$ cat config.mk
export PLATFORM = sky130hd
export DESIGN_NAME = alu_multicycle
export DESIGN_NICKNAME = d
export VERILOG_FILES = /design/src/rtl/alu_multicycle.sv
export SDC_FILE = /design/constraint.sdc
export NUM_CORES = 1
export LEC_CHECK = 0
export CAP_MARGIN = 15
export CORE_ASPECT_RATIO = 0.6
export CORE_MARGIN = 5
export CORE_UTILIZATION = 40
export DETAILED_ROUTE_END_ITERATION = 7
export PLACE_DENSITY = 0.71
export SYNTH_ARGS = -nofsm -noshare
export SYNTH_HDL_FRONTEND = slang
export SYNTH_SLANG_ARGS = --single-unit
export TNS_END_PERCENT = 30
$ cat constraint.sdc
create_clock -name CLK -period 7.5 [get_ports CLK]
set_input_delay 1.875 -clock CLK [delete_from_list [all_inputs] [get_ports CLK]]
set_output_delay 1.875 -clock CLK [all_outputs]
set_load 0.05 [all_outputs]
$ cat src/rtl/alu_multicycle.sv
// Multi-cycle ALU: single-cycle ADD/SUB/AND/OR/SLT/NOP, iterative shift-add MUL and
// restoring DIV. Define ALU_DIV_EN to build the divider; otherwise OP 6 returns 0.
module alu_multicycle #(
  parameter int WIDTH = 32
) (
  input  logic             CLK,
  input  logic             RST,
  input  logic             START,
  input  logic [2:0]       OP,
  input  logic [WIDTH-1:0] A,
  input  logic [WIDTH-1:0] B,
  output logic [WIDTH-1:0] RESULT,
  output logic             ZERO,
  output logic             BUSY,
  output logic             DONE,
  output logic             DIV_BY_ZERO
);
  localparam logic [2:0] OP_ADD = 3'd0, OP_SUB = 3'd1, OP_AND = 3'd2, OP_OR  = 3'd3,
                         OP_SLT = 3'd4, OP_MUL = 3'd5, OP_DIV = 3'd6;
  localparam int CW = $clog2(WIDTH);

  typedef enum logic [1:0] {IDLE, RUN, FIN} state_t;

  state_t           state;
  logic [CW-1:0]    cnt;
  logic [WIDTH-1:0] acc, opa, opb;
  logic [WIDTH-1:0] quick, step_acc, step_opa, step_opb, step_res;
  logic             busy, done, dbz, go_iter, go_dbz;
`ifdef ALU_DIV_EN
  logic             is_div, rem_ge;
  logic [WIDTH:0]   rem_sh;
`endif

  always_comb begin
    go_iter = (OP == OP_MUL);
    go_dbz  = 1'b0;
`ifdef ALU_DIV_EN
    if (OP == OP_DIV) begin
      go_iter = (B != '0);
      go_dbz  = (B == '0);
    end
`endif
  end

  // Single-cycle result; DIV only lands here when B == 0 (or divider absent).
  always_comb begin
    quick = RESULT;
    case (OP)
      OP_ADD:  quick = A + B;
      OP_SUB:  quick = A - B;
      OP_AND:  quick = A & B;
      OP_OR:   quick = A | B;
      OP_SLT:  quick = WIDTH'($signed(A) < $signed(B));
`ifdef ALU_DIV_EN
      OP_DIV:  quick = '1;
`else
      OP_DIV:  quick = '0;
`endif
      default: quick = RESULT;
    endcase
  end

  // One iteration: acc is the product / partial remainder, opa the shifted
  // multiplicand / dividend-becoming-quotient, opb the multiplier / divisor.
  always_comb begin
    step_acc = acc + (opb[0] ? opa : '0);
    step_opa = opa << 1;
    step_opb = opb >> 1;
    step_res = step_acc;
`ifdef ALU_DIV_EN
    rem_sh = {acc, opa[WIDTH-1]};
    rem_ge = (rem_sh >= {1'b0, opb});
    if (is_div) begin
      step_acc = rem_ge ? WIDTH'(rem_sh - {1'b0, opb}) : rem_sh[WIDTH-1:0];
      step_opa = {opa[WIDTH-2:0], rem_ge};
      step_opb = opb;
      step_res = step_opa;
    end
`endif
  end

  always_ff @(posedge CLK) begin
    if (RST) begin
      state  <= IDLE;
      cnt    <= '0;
      acc    <= '0;
      opa    <= '0;
      opb    <= '0;
      RESULT <= '0;
      busy   <= 1'b0;
      done   <= 1'b0;
      dbz    <= 1'b0;
`ifdef ALU_DIV_EN
      is_div <= 1'b0;
`endif
    end else begin
      case (state)
        RUN: begin
          cnt <= cnt + 1'b1;
          acc <= step_acc;
          opa <= step_opa;
          opb <= step_opb;
          if (cnt == CW'(WIDTH-1)) begin
            state  <= FIN;
            RESULT <= step_res;
            busy   <= 1'b0;
            done   <= 1'b1;
          end
        end
        default: begin
          if (START) begin
            cnt <= '0;
            dbz <= go_dbz;
            if (go_iter) begin
              state <= RUN;
              acc   <= '0;
              opa   <= A;
              opb   <= B;
              busy  <= 1'b1;
              done  <= 1'b0;
`ifdef ALU_DIV_EN
              is_div <= (OP == OP_DIV);
`endif
            end else begin
              state  <= FIN;
              RESULT <= quick;
              done   <= 1'b1;
            end
          end else begin
            state <= IDLE;
            done  <= 1'b0;
          end
        end
      endcase
    end
  end

  assign ZERO        = (RESULT == '0);
  assign BUSY        = busy;
  assign DONE        = done;
  assign DIV_BY_ZERO = dbz;
endmodule

; ---- Word level (Yosys, flattened, before mapping)
; Index checks and enable logic that the tools add are counted.
; W data, S select, Z words.
[classes]
add_sub_neg = 4
order_cmp = 1
eq_ne = 10
n_mux = 29
bitwise_logic = 2
n_reduce_logical = 10
[ops]
columns = cell, count
row1 = $mux W32, 11
row2 = $pmux W32 S6, 1
row3 = $mux W31, 3
row4 = $add A32 B32 Y32, 2
row5 = $and A32 B32 Y32, 1
row6 = $logic_not A32 Y1, 1
row7 = $lt A32 B32 Y1, 1
row8 = $or A32 B32 Y32, 1
row9 = $sub A32 B32 Y32, 1
row10 = $mux W5, 2
row11 = $eq A3 B3 Y1 const B, 3
row12 = $mux W1, 8
row13 = $mux W2, 4
row14 = $reduce_bool A7 Y1, 1
row15 = $eq A3 B2 Y1 const B, 2
row16 = $add A5 B1 Y5 const B, 1
row17 = $eq A5 B5 Y1 const B, 1
row18 = $reduce_and A2 Y1, 2
row19 = $reduce_and A4 Y1, 1
row20 = $reduce_bool A2 Y1, 2
row21 = $eq A3 B1 Y1 const B, 1
row22 = $logic_not A3 Y1, 1
row23 = $reduce_and A3 Y1, 1
row24 = $eq A2 B1 Y1 const B, 1
row25 = 3 further kinds, 3
[word_totals]
regBits = 137
input_bits = 70
out_inout_bits = 36
wordCells = 66

; ---- Depth between registers and ports, before layout
; Gate-level depths: netlist of the first run.
[depth]
depth_word = 5
ltp_mapped = 14

; ---- Worst setup path after synthesis of the first run
; Ideal clock, no wire load.
[synth_timing]
path_type = input -> register
startpoint = input port A[16]
endpoint = register RESULT[29]
setup_ps = 103
arrival_ps = 4548
required_ps = 7397
setup_slack_ps = 2848
cell_stages = 11
path_cell_list = inv_1 > ha_1 > or4_1 > or4_4 > nor3_1 > nand3_1 > and3_1 > o41ai_2 > mux2i_1 > a21oi_1 > a2111oi_2
[synth_via]
elab_chain_len = 5
elab_cells_between_ends = 6
[synth_lines]
columns = item, line
row1 = from (decl), 10  ; input logic [WIDTH-1:0] A,
row2 = $sub A32 B32 Y32 / $add A32 B32 Y32 (equally long branches), "50, 49"
row3 = $pmux W32 S6 *, 48  ; case (OP)
row4 = $mux W32 *, 114  ; if (go_iter) begin
row5 = $mux W32 *, 111  ; if (START) begin
row6 = $mux W32 *, 97  ; case (state)
row7 = to (signal assigned), 105  ; RESULT <= step_res;
row8 = to (signal assigned), 126  ; RESULT <= quick;
row9 = to (decl), 12  ; output logic [WIDTH-1:0] RESULT,
; Mark *: on every way between the ends. The rest lies on a longest branch, timed or not. The select of a mux whose other input is x is not followed.
; A chain may end at the register's enable or synchronous reset.

; ---- Worst setup path after layout of the first run
[layout_timing]
startpoint = input port A[7]
endpoint = register RESULT[18]
; The elaborated chain is that of the path after synthesis.

==> metrics.md, run 1 <==
| Metric | Value |
|---|---|
| Cell Area, Placed | `13540 sq um` |
| Pre-CTS setup slack | `1717 ps` |
| WL/cell | `21.94 um` |
| Hold-fix buffers, CTS | `0` |
| Setup TNS | `0 ps` |
| Yosys warning count | `0` |
| Initial antenna violation count | `1` |
| CTS buffer count | `17` |
| Buf/Inv on CP | `3` |
| Critical path class | `input port to flop` |
| Critical path cell sequence | `clkdlybuf4s50_1 -> inv_1 -> ha_1 -> inv_1 -> a2111oi_0 -> a21oi_1 -> a211oi_1 -> o21ai_0 -> a21oi_1 -> o21bai_1 -> nor4_1 -> a211oi_1 -> nor4_1` |
| Final worst-path cycle share | `72.83%` |
| Core ar. | `30100 sq um` |
| Drt first-iter violations | `1515` |
| Psw | `0.0008328 W` |
| Post-CTS setup buffer count | `0` |
| DR pass1 iterations | `7` |
| Routed vias | `13480` |
| Die height | `145.8 um` |
| Worst setup margin | `2038 ps` |
| Syn Inst Count | `1732` |
| RSZ-0062 raised after global routing | `false` |
| Root buffer cell | `clkbuf_16` |
| Hold Path Class | `flop to flop` |
| Max Cap Viol | `0` |
| Clock buffer depth | `2` |
| Clock Power Share | `37.7%` |
| Final GP Congestion | `0.9824` |
| Worst Clk Skew | `10.92 ps` |
| Vias in the first global route | `12480` |
| Synthesized area | `12290 sq um` |
| Biggest cell delay along the critical path | `570 ps` |
| Post-CTS sizing | `0` |
| Overall global routing resource usage | `26.70%` |
| Most common cell after layout, fill and taps aside | `nand2_1` |
| Residual DRC | `0` |
| Asr flop ratio synth | `0%` |
| Top cells by area, synth | `dfxtp_1 22%, ha_1 13%, nand2_1 7.6%, a21oi_1 6.2%, nor2_1 5.5%` |
| Max Transition Viols Final | `0` |
| Critical Path Slowest Stage Cell | `ha_1` |
| Synth Area in Simple Gates | `24.56%` |
| Largest family of logic cells by synthesized area | `compound AO/OA/AOI/OAI gates` |
| Mux cell area share after synthesis | `0.2444%` |
| Yosys reg bits | `136` |
| First-pass GRT wire length | `73610 um` |
| Unique masters post-synth | `83` |
| DR vias/cell | `6.207` |
| Leakage power | `5.872 nW` |
| Post-synth EDFFs | `0` |
| Clk Latency, worst-skew pair | `460 ps` |
| Ys flop type | `dfxtp_1` |
| I/O pins | `106` |
| CP Max Fanout | `12` |
| Port buffer count | `104` |
| Fmax | `183.1 MHz` |
| Largest net degree at the start of global routing | `75` |
| Die X | `236.3 um` |
| Combinational share of power | `28.3%` |
| Critical path arrival | `5830 ps` |
| Sequential element share of the synthesized area | `22.16%` |
| Area delta synth->final | `14.99%` |
| Global route overflow | `0` |
| Final Hold Fails | `0` |
| Outcome | `finished clean` |
| Row Count | `49` |
| Synth Area per Inst | `7.095 sq um` |
| Commonest non-fill, non-tap cells in the layout | `250 x nand2_1, 180 x nor2_1, 152 x a21oi_1, 136 x dfxtp_1, 129 x ha_1` |
| Synth Area in Adders | `13.62%` |
| Synth top area share | `22.16%` |
| Antenna-violating nets left | `0` |
| Max-slew headroom | `19.19%` |
| Compound-Gate Fraction of Synth Area | `29.98%` |
| Final setup vio count | `0` |
| Part of the power in registers | `34.1%` |
| Synth Area in XOR/XNOR | `2.423%` |
| Layout cells sized above 1 | `4.254%` |
| Worst Path Required | `7870 ps` |
| CTS H-tree depth | `4` |
| Yosys top cell by area | `dfxtp_1` |
| Final Critical Period | `5462 ps` |
| CTS tree | `built` |
| Die Area | `34440 sq um` |
| Worst-margin pin slew | `1208 ps` |
| Crit path capture type | `flop` |
| CP delay by family, top | `compound AO/OA/AOI/OAI gates` |
| Sw Share | `35.69%` |
| Max VDD drop | `0.0001608 V` |
| Design Area, Final | `14130 sq um` |
| Int Pwr | `0.001501 W` |
| CP Launch Type | `input port` |
| Nets | `1953` |
| Routed wire length | `47660 um` |
| Detailed placement HPWL | `35290 um` |
| Clock-pin transition on the worst setup and hold timing paths | `70 ps` |
| Syn_nets | `1934` |
| Initial Util | `40.82%` |
| Pwr Density | `165.1 nW/um^2` |
| Clock sinks | `136` |
## power groups by stage
stage,clock network [W],registers (W),logic (W)
final,0.000879,0.000795,0.000660
after global routing,0.000921,0.000797,0.000708
after CTS,0.000885,0.000793,0.000640
after detailed placement,0,0.000809,0.000636
after global placement,0,0.000808,0.000632
after floorplan,0,0.000845,0.000364
## cells by family after synthesis
kind of cell | after synthesis
AO/OA/AOI/OAI | 539
adder cells (fa/ha/maj) | 132
flip-flops | 136
other | 1
AND/OR/NAND/NOR | 661
multiplexers | 3
buffers and inverters | 226
XOR/XNOR | 34
## synthesized netlist by cell type (4+ instances only)
cell and number:
o211ai_1 16, and2_1 39, a2111oi_0 5, o21bai_1 18, a221oi_1 12, clkbuf_1 110, buf_2 5, o21a_1 12
a211o_1 7, nand4_1 12, nor2_1 180, nor4_1 20, a311oi_1 69, a22oi_1 19, a211oi_1 20, dfxtp_1 136
or2_2 8, nand2b_1 15, a21o_1 29, o21ai_0 75, a31oi_1 18, and3_1 9, or3_1 15, o31ai_1 7
nand2_1 250, nor3_1 36, o22a_1 4, nand3b_1 5, a21oi_1 152, nand3_1 39, a221o_1 5, inv_1 106
o22ai_1 14, xor2_1 9, nand4b_1 4, o221ai_1 15, xnor2_1 25, nor2b_1 13, ha_1 129, buf_1 4
## state kept, by name (all words and copies together) (netlist names)
name    flops
BUSY        1
RESULT     32
acc        32
cnt         5
opa        32
opb        32
state       2
## worst min-delay path, stage by stage (launching register included)
cell     delay (ps)
dfxtp_1         310
nand2_1          50
a21oi_1          50
## area by class of cell
type	instances	area (sq um)
flip-flops and latches	136	2723
repair buffers	120	1159
fillers	3028	15970
clock inverters	10	118.9
diodes	1	2.502
multi-input cells	1370	8748
clock buffers	21	470.5
inverters	106	397.9
well taps	408	510.5
## metrics by stage
step | util, % | total power [W] | cells | hold slack, ps
floorplan | - | 0.001209 | 1732 | 440.6
global placement | 44.97 | 0.001440 | 2140 | 446.9
detailed placement | 44.97 | 0.001445 | 2140 | 455.7
CTS | 46.93 | 0.002319 | 2171 | 463.7
global route | 46.94 | 0.002425 | 2172 | 483.0
finish | 46.94 | 0.002333 | 2172 | 461.8
## final timing paths
| check | startpoint | to | slack (ps) | depth (start not counted) |
|---|---|---|---|---|
| worst max register to register | opb[0] | RESULT[30] | 2790 | 13 |
| worst min-delay path | acc[22] | acc[22] | 460 | 2 |
| worst max-delay path | A[7] | RESULT[18] | 2040 | 13 |
| worst min register to register | acc[22] | acc[22] | 460 | 2 |
## metal layers
layer,global-route usage (%),vias to the layer above,part of all wire [%]
met5,0,-,0
met4,8.016,0,3.1
met3,6.951,97,11
met2,37.05,779,39
met1,40.14,6341,47
li1,-,6264,-
Power figures use the tool's default switching activity.
==> inputs of run 2 (changes only) <==
- clock period: 7.5 -> 5.56 ns (I/O delays scaled with it)
==> metrics.md, run 2 (synthesized netlist as in run 1, its figures left out) <==
| Metric | Value |
|---|---|
| Crit path capture type | `flop` |
| Worst Clk Skew | `15.05 ps` |
| Clock sinks | `136` |
| Nets | `1975` |
| Clock-pin transition on the worst setup and hold timing paths | `70 ps` |
| Overall global routing resource usage | `26.84%` |
| CP Max Fanout | `5` |
| First-pass GRT wire length | `74020 um` |
| Max VDD drop | `0.0002421 V` |
| Setup TNS | `0 ps` |
| Critical path's most frequent cell | `a211o_1` |
| Post-CTS setup buffer count | `0` |
| Crit. path cell count | `14` |
| Root buffer cell | `clkbuf_16` |
| Max Cap Viol | `0` |
| WL/cell | `21.67 um` |
| Final Hold Fails | `0` |
| Routed wire length | `47540 um` |
| Leakage power | `5.995 nW` |
| Hold Path Class | `flop to flop` |
| CTS tree | `built` |
| Final GP Congestion | `1.018` |
| Initial antenna violation count | `1` |
| Port buffer count | `104` |
| Max Transition Viols Final | `0` |
| Layout cells sized above 1 | `5.543%` |
| Hold-fix buffers, CTS | `0` |
| CP delay by family, top | `compound AO/OA/AOI/OAI gates` |
| CP Launch Type | `input port` |
| Final core occ | `47.62%` |
| Pre-CTS setup slack | `364.8 ps` |
| Critical path class | `input port to flop` |
| Initial Util | `40.82%` |
| Final setup vio count | `0` |
| Most common cell after layout, fill and taps aside | `nand2_1` |
| Final worst-path cycle share | `88.25%` |
| Die X | `236.3 um` |
| Vias in the first global route | `12580` |
| Row Count | `49` |
| Crit path capture | `RESULT[26]` |
| Worst setup margin | `653.2 ps` |
| Die Area | `34440 sq um` |
| Final Critical Period | `4907 ps` |
| Buf/Inv on CP | `2` |
| Critical path cell sequence | `clkdlybuf4s50_1 -> ha_1 -> inv_1 -> fa_1 -> nand2b_1 -> a211o_1 -> nand4_1 -> a211o_1 -> a31oi_1 -> o21bai_1 -> a211o_1 -> a221o_1 -> a21oi_1 -> o21ai_1` |
| Reg2reg path depth | `13` |
| Max-slew headroom | `30.70%` |
| Fmax | `203.8 MHz` |
| Commonest non-fill, non-tap cells in the layout | `250 x nand2_1, 180 x nor2_1, 152 x a21oi_1, 136 x dfxtp_1, 129 x ha_1` |
| Reg2reg end | `RESULT[30]` |
| Area delta synth->final | `16.65%` |
| DR pass1 iterations | `6` |
| Detailed placement HPWL | `35890 um` |
| Antenna-violating nets left | `0` |
| CP startpoint | `B[0]` |
| Critical R2R Launch | `opb[0]` |
| Die height | `145.8 um` |
| Routed vias | `13530` |
| Biggest cell delay along the critical path | `570 ps` |
| DR vias/cell | `6.165` |
| RSZ-0062 raised after global routing | `false` |
| Antenna diodes | `0` |
| Outcome | `finished clean` |
| Critical Path Slowest Stage Cell | `a31oi_1` |
| Clk Latency, worst-skew pair | `440 ps` |
| Drt first-iter violations | `1928` |
| Global route overflow | `0` |
| Post-CTS sizing | `0` |
| I/O pins | `106` |
| CTS H-tree depth | `4` |
| Worst Path Required | `5880 ps` |
| Largest net degree at the start of global routing | `97` |
| Residual DRC | `0` |
| Reg2reg setup slack | `1380 ps` |
| Pwr Density | `223.5 nW/um^2` |
| Critical path arrival | `5230 ps` |
| Clock buffer depth | `2` |
| Worst-margin pin slew | `1040 ps` |
| CTS buffer count | `17` |
| Core ar. | `30100 sq um` |
[run 2: cell count changes in the layout (fill, tap and decap cells not counted)]
cell      previous run  this run
buf_16               0         1
clkinv_2             2         0
nor2b_2              0         1
clkinv_4             1         2
diode_2              1         0
clkbuf_8             3         4
buf_4               17        38
nor2b_4              2         1
clkbuf_1             1         0
inv_6                2         4
[run 2: how the worst min path moves through the flow]
stage	startpoint	end	slack (ps)	depth (start not counted)
floorplan	acc[10]	acc[10]	440	2
global placement	acc[22]	acc[22]	450	2
detailed placement	acc[15]	acc[15]	450	2
CTS	acc[15]	acc[15]	460	2
global route	acc[10]	acc[10]	490	2
finish	acc[15]	acc[15]	460	2
[run 2: power by group]
part | switching (W) | leakage (nW) | total (W) | internal, W
Clock | 0.000510 | 0.293 | 0.00123 | 0.000717
Combinational | 0.000586 | 4.60 | 0.000910 | 0.000325
Sequential | 0.0000473 | 1.11 | 0.00107 | 0.00102
[run 2: worst register-to-register path, stage by stage, from the launching register on]
cell and delay [ps]:
dfxtp_1 410, and2_1 210, ha_1 230, fa_1 460, a211oi_1 300, nor4_1 100
nor3_1 550, a21oi_1 290, o21a_1 290, o31ai_1 510, o211ai_1 210, xor2_1 280
nand2_1 90, a31oi_1 170
[run 2: metal layers]
layer,up-vias,share of wire (%),GRT usage (%)
met1,6346,46,39.13
met4,2,3.4,9.285
li1,6317,-,-
met3,93,11,7.008
met5,-,0.013,0
met2,768,40,38.12
[run 2: area by class of cell]
type / count / area, sq um
fillers: 3046 / 15770
multi-input cells: 1370 / 8743
flip-flops and latches: 136 / 2723
repair buffers: 142 / 1344
well taps: 408 / 510.5
clock buffers: 21 / 480.5
inverters: 106 / 397.9
clock inverters: 11 / 135.1
[run 2: metrics by stage]
stage | total power [W] | hold slack (ps) | instances | area (sq um)
finish | 0.003204 | 464.5 | 2194 | 14330
global route | 0.003333 | 490.5 | 2194 | 14330
CTS | 0.003184 | 463.0 | 2193 | 14310
detailed placement | 0.001966 | 452.5 | 2161 | 13690
global placement | 0.001968 | 447.5 | 2161 | 13690
floorplan | 0.001630 | 440.6 | 1732 | 12290
